**config.mk**
```make
export PLATFORM = sky130hd
export DESIGN_NAME = fetch_unit
export DESIGN_NICKNAME = d
export VERILOG_FILES = /design/src/rtl/fetch_unit_pkg.sv /design/src/rtl/fetch_unit_pc_counter.sv /design/src/rtl/fetch_unit.sv
export SDC_FILE = /design/constraint.sdc
export NUM_CORES = 1
export LEC_CHECK = 0
export ABC_CLOCK_PERIOD_IN_PS = 3750
export BUFFER_PORTS_ARGS = -buffer_cell sky130_fd_sc_hd__buf_2
export CAP_MARGIN = 20
export CORE_UTILIZATION = 35
export CTS_CLUSTER_DIAMETER = 80
export DETAILED_ROUTE_END_ITERATION = 10
export PLACE_DENSITY = 0.64
export REMOVE_ABC_BUFFERS = 1
export SLEW_MARGIN = 20
export SYNTH_ARGS = -nofsm -noshare
export SYNTH_HDL_FRONTEND = slang
export SYNTH_SLANG_ARGS = --single-unit
```
**constraint.sdc**
```tcl
create_clock -name clk -period 3.75 [get_ports clk]
set_input_delay 0.75 -clock clk [delete_from_list [all_inputs] [get_ports clk]]
set_output_delay 0.75 -clock clk [all_outputs]
set_load 0.005 [all_outputs]
```
**src/rtl/fetch_unit_pkg.sv**
```systemverilog
// Shared definitions for the instruction fetch stage: default widths,
// fetch state encoding and the NOP instruction word.
package fetch_unit_pkg;

  localparam int PC_WIDTH_DEF    = 8;
  localparam int INSTR_WIDTH_DEF = 16;

  localparam logic [15:0] INSTR_NOP = 16'h0000;

  typedef enum logic [1:0] {
    ST_IDLE  = 2'b00,
    ST_FETCH = 2'b01,
    ST_EXEC  = 2'b10
  } fetch_state_e;

endpackage

```
**src/rtl/fetch_unit_pc_counter.sv**
```systemverilog
// Program counter register: async reset to RESET_PC, load of a jump target
// (priority over increment) or +1 increment with modulo-2^PC_WIDTH wrap.
module pc_counter #(
  parameter int PC_WIDTH = 8,
  parameter int RESET_PC = 0
) (
  input  logic                clk,
  input  logic                rst_n,
  input  logic                load_en,
  input  logic [PC_WIDTH-1:0] load_adr,
  input  logic                inc_en,
  output logic [PC_WIDTH-1:0] pc
);

  logic [PC_WIDTH-1:0] pc_q;

  always_ff @(posedge clk or negedge rst_n) begin
    if (!rst_n) begin
      pc_q <= PC_WIDTH'(RESET_PC);
    end else if (load_en) begin
      pc_q <= load_adr;
    end else if (inc_en) begin
      pc_q <= pc_q + PC_WIDTH'(1);
    end
  end

  assign pc = pc_q;

endmodule

```
**src/rtl/fetch_unit.sv**
```systemverilog
// Instruction fetch stage: IDLE/FETCH/EXEC sequencer, instruction register
// and PC. Optional single-step input enabled by macro FETCH_SINGLE_STEP_EN.
module fetch_unit
  import fetch_unit_pkg::*;
#(
  parameter int PC_WIDTH    = PC_WIDTH_DEF,
  parameter int INSTR_WIDTH = INSTR_WIDTH_DEF,
  parameter int RESET_PC    = 0
) (
  input  logic                   clk,
  input  logic                   rst_n,
  input  logic                   run,
`ifdef FETCH_SINGLE_STEP_EN
  input  logic                   step,
`endif
  input  logic                   jump_en,
  input  logic [PC_WIDTH-1:0]    jump_adr,
  output logic                   imem_rd_en,
  output logic [PC_WIDTH-1:0]    imem_adr,
  input  logic [INSTR_WIDTH-1:0] imem_data,
  input  logic                   imem_valid,
  output logic [INSTR_WIDTH-1:0] instruction,
  output logic                   instr_valid,
  output logic [PC_WIDTH-1:0]    pc
);

  fetch_state_e state_q, state_d;

  logic                   capture;
  logic                   pc_load;
  logic                   pc_inc;
  logic [INSTR_WIDTH-1:0] instr_p1;
  logic                   vld_p1;

  always_ff @(posedge clk or negedge rst_n) begin
    if (!rst_n) begin
      state_q <= ST_IDLE;
    end else begin
      state_q <= state_d;
    end
  end

  // A stepped fetch needs no extra state: with run low, EXEC falls back to IDLE.
  always_comb begin
    state_d    = state_q;
    imem_rd_en = 1'b0;
    capture    = 1'b0;
    pc_load    = 1'b0;
    pc_inc     = 1'b0;
    case (state_q)
      ST_IDLE: begin
        if (run) begin
          state_d = ST_FETCH;
        end
`ifdef FETCH_SINGLE_STEP_EN
        else if (step) begin
          state_d = ST_FETCH;
        end
`endif
      end
      ST_FETCH: begin
        imem_rd_en = 1'b1;
        if (imem_valid) begin
          capture = 1'b1;
          state_d = ST_EXEC;
        end
      end
      ST_EXEC: begin
        pc_load = jump_en;
        pc_inc  = !jump_en;
        state_d = run ? ST_FETCH : ST_IDLE;
      end
      default: state_d = ST_IDLE;
    endcase
  end

  // Stage 1: instruction register, held between captures
  always_ff @(posedge clk or negedge rst_n) begin
    if (!rst_n) begin
      instr_p1 <= INSTR_WIDTH'(INSTR_NOP);
      vld_p1   <= 1'b0;
    end else begin
      vld_p1 <= capture;
      if (capture) begin
        instr_p1 <= imem_data;
      end
    end
  end

  pc_counter #(
    .PC_WIDTH (PC_WIDTH),
    .RESET_PC (RESET_PC)
  ) u_pc_counter (
    .clk      (clk),
    .rst_n    (rst_n),
    .load_en  (pc_load),
    .load_adr (jump_adr),
    .inc_en   (pc_inc),
    .pc       (pc)
  );

  assign imem_adr    = pc;
  assign instruction = instr_p1;
  assign instr_valid = vld_p1;

endmodule

```
==> impl_metrics.csv <==
group,metric,value,unit
outcome,status,"finished clean",
clock_tree,root_buffer,"clkbuf_8",
floorplanning,rows,21,
yosys,synth_area_leaders,"dfrtp_1 (51%), mux2_4 (10%), mux2_2 (7.7%), buf_4 (4.5%), o22ai_1 (2.4%)",
power,p_int,0.617,mW
route,vias,999,
clock_tree,cts_tree,"built",
route,viasPerCell,4.90,
yosys,synth_flop_cell,"dfrtp_1",
cells_and_area,syn_to_final_growth,23.6,%
clock_tree,htreeDepth,1,
yosys,ys_seq_area_share,51.0,%
worst_setup_path,critPathLaunchType,"flip-flop",
global_route,grt_overflow_total,0,
global_route,grt_pass1_wl,4.29,mm
clock_tree,clock-sinks,27,
worst_setup_path,cpPeakStageDelay,0.47,ns
cells_and_area,final_area,0.00164,mm2
place,place_inst,200,
clock_tree,cts_resized,0,
sta,setup_tns,0,ns
floorplanning,start_util,38.2,%
sta,finalSetupViolations,0,
power,seqPwrFrac,49.6,%
yosys,yosys.area.top_type_share,51.0,%
floorplanning,fp.dieW,63.5,um
sta,slew_headroom,60.6,%
place,postPlaceCellArea,0.00159,mm2
power,p_total,0.882,mW
sta,fin_skew,0.00434,ns
worst_setup_path,cp_slowest_cell,"dfrtp_1",
yosys,synth_cells,104,
sta,rsz0062_at_grt,"false",
sta,min_period,1.83,ns
floorplanning,io-pin-count,63,
worst_hold_path,worstHoldPathType,"input port to asynchronous set/reset pin",
place,dp_slack,2.08,ns
sta,tightest_slew,0.590,ns
power,p_comb_share,32.5,%
power,p_sw_share,30.0,%
worst_setup_path,critPathLaunch,"state_q[0]",
yosys,synth-edff-count,0,
place,hpwl,1.95,mm
worst_setup_path,crit_path_end_kind,"output pin",
global_route,antenna_found_initial,0,
worst_setup_path,cp.required,3.00,ns
clock_tree,ctsHoldBuffers,0,
floorplanning,fp.dieArea,0.00403,mm2
sta,post-route-period-util,48.9,%
yosys,yosys_warnings,0,
yosys,syn_area,0.00132,mm2
route,drt_iter0_markers,40,
clock_tree,post-cts-setup-buffers,0,
floorplanning,core_area,0.00347,mm2
route,dr.pass1.iters,4,
worst_setup_path,r2r-end,"instruction[15]",
route,routedWlPerCell,12.8,um
sta,finalHoldViolCount,0,
power,clockPowerShare,17.9,%
global_route,grt_pass1_vias,934,
cells_and_area,layout-drive-gt1-share,55.1,%
cells_and_area,stdcell_count,204,
cells_and_area,diodes,0,
power,p_sw,0.264,mW
yosys,ys_types,31,
worst_setup_path,arrival,1.08,ns
yosys,syn_area_per_cell,12.7,um2
worst_setup_path,timing.rr.start,"state_q[0]",
worst_setup_path,crit_chain,"nor2b_2 -> buf_2",
power,p_leak,0.822,nW
global_route,grt_max_degree,28,
route,drtAntennaViolNets,0,
place,place_congestion,0.800,
yosys,synth-seq-cells,27,
place,port_buffers,62,
clock_tree,clk_latency,0.26,ns
route,wl,2.61,mm
clock_tree,cts_inserted_buffers,3,
global_route,grt_usage,13.3,%
job,cap_violations,0,
floorplanning,die_h,63.5,um
worst_setup_path,crit_type,"flip-flop to output pin",
worst_setup_path,path_max_fanout,8,
worst_setup_path,reg2regPathDepth,3,
power,power_density,539,mW/mm2
worst_setup_path,regToRegSetupSlack,2.25,ns
sta,fmax,545,MHz
cells_and_area,nNetsFinal,189,
power,max-vdd-ir-drop,282,uV
route,post-route-drc-count,0,
yosys,async_flop_share,100,%
sta,slew_violations,0,
clock_tree,path_clk_slew,0.09,ns
yosys,yosys.area.top_type,"dfrtp_1",
worst_setup_path,endpoint,"imem_rd_en",
sta,post-route-worst-setup-slack,1.92,ns
clock_tree,cts.path.max_buffers,2,
through the flow:
step / hold slack, ns / util [%]
detailed placement: 0.489 / 45.9
global placement: 0.488 / 45.9
CTS: 0.501 / 47.2
finish: 0.479 / 47.2
floorplan: 0.454 / -
global route: 0.518 / 47.2
registers in the layout (all words and copies together) (netlist names):
| name | flops |
|---|---|
| instruction | 16 |
| u_pc_counter.pc | 8 |
| state_q | 2 |
| instr_valid | 1 |
cell usage after synthesis, types with 3 or more instances:
cell type  count
nor2_1         4
a21oi_1        6
buf_4          8
mux2i_1        3
and4_1         3
mux2_2         9
nand3b_1       3
dfrtp_1       27
o22ai_1        5
mux2_4         9
critical path: cells and delay by family, from the launching register on:
| kind | cells | cell delay, ns |
|---|---|---|
| AND/OR/NAND/NOR | 1 | 0.22 |
| flip-flops | 1 | 0.47 |
| buffers and inverters | 1 | 0.13 |
how the worst min path moves through the flow:
stage,start,end,slack [ns],cells after the start
floorplan,rst_n,instr_valid,0.45,0
global placement,instruction[15],instruction[15],0.49,1
detailed placement,instruction[14],instruction[14],0.49,1
CTS,rst_n,u_pc_counter.pc[5],0.50,1
global route,rst_n,u_pc_counter.pc[7],0.52,1
finish,rst_n,u_pc_counter.pc[5],0.48,1
per-layer routing:
layer / vias up / global-route usage, % / routed length [um]
li1: 478 / - / -
met4: 0 / 2.56 / 8
met5: - / 0 / 0
met1: 462 / 18.2 / 1230
met3: 2 / 3.62 / 230
met2: 57 / 21.0 / 1140
layout make-up:
| type | count | area [um2] |
|---|---|---|
| Clock buffer | 4 | 45.0 |
| Fill cell | 353 | 1830 |
| Inverter | 2 | 7.51 |
| Multi-Input combinational cell | 63 | 541 |
| Sequential cell | 27 | 676 |
| Tap cell | 46 | 57.6 |
| Timing Repair Buffer | 62 | 310 |
cell families (layout without fill, tap and decap cells):
| group | Yosys count | in the layout | share of synthesized area [%] |
|---|---|---|---|
| AOI/OAI and AO/OA | 15 | 15 | 6.90 |
| muxes | 21 | 21 | 20.1 |
| adders and majority gates | 1 | 1 | 0.945 |
| and+or+nand+nor | 26 | 26 | 12.9 |
| buffers and inverters | 14 | 68 | 8.13 |
| DFF | 27 | 27 | 51.0 |
power groups by stage:
stage / sequential (mW) / combinational [mW] / clock [mW]
after detailed placement: 0.442 / 0.292 / 0
after floorplan: 0.444 / 0.140 / 0
after global placement: 0.437 / 0.284 / 0
after CTS: 0.439 / 0.292 / 0.165
final: 0.438 / 0.286 / 0.157
after global routing: 0.452 / 0.320 / 0.179
cell usage in the layout (no fill, tap or decap), types with 2 or more instances in the layout:
cell and n:
and4_1 3, inv_1 2, nand3b_1 3, mux2i_1 3
nor2b_1 2, clkbuf_8 3, nor3_1 2, and3_1 2
mux2_2 9, a211oi_1 2, a21oi_1 6, mux2_4 9
dfrtp_1 27, o22ai_1 5, nor2_1 4, nand3_1 2
buf_2 62
No activity file was read; power rests on OpenSTA's default activity.
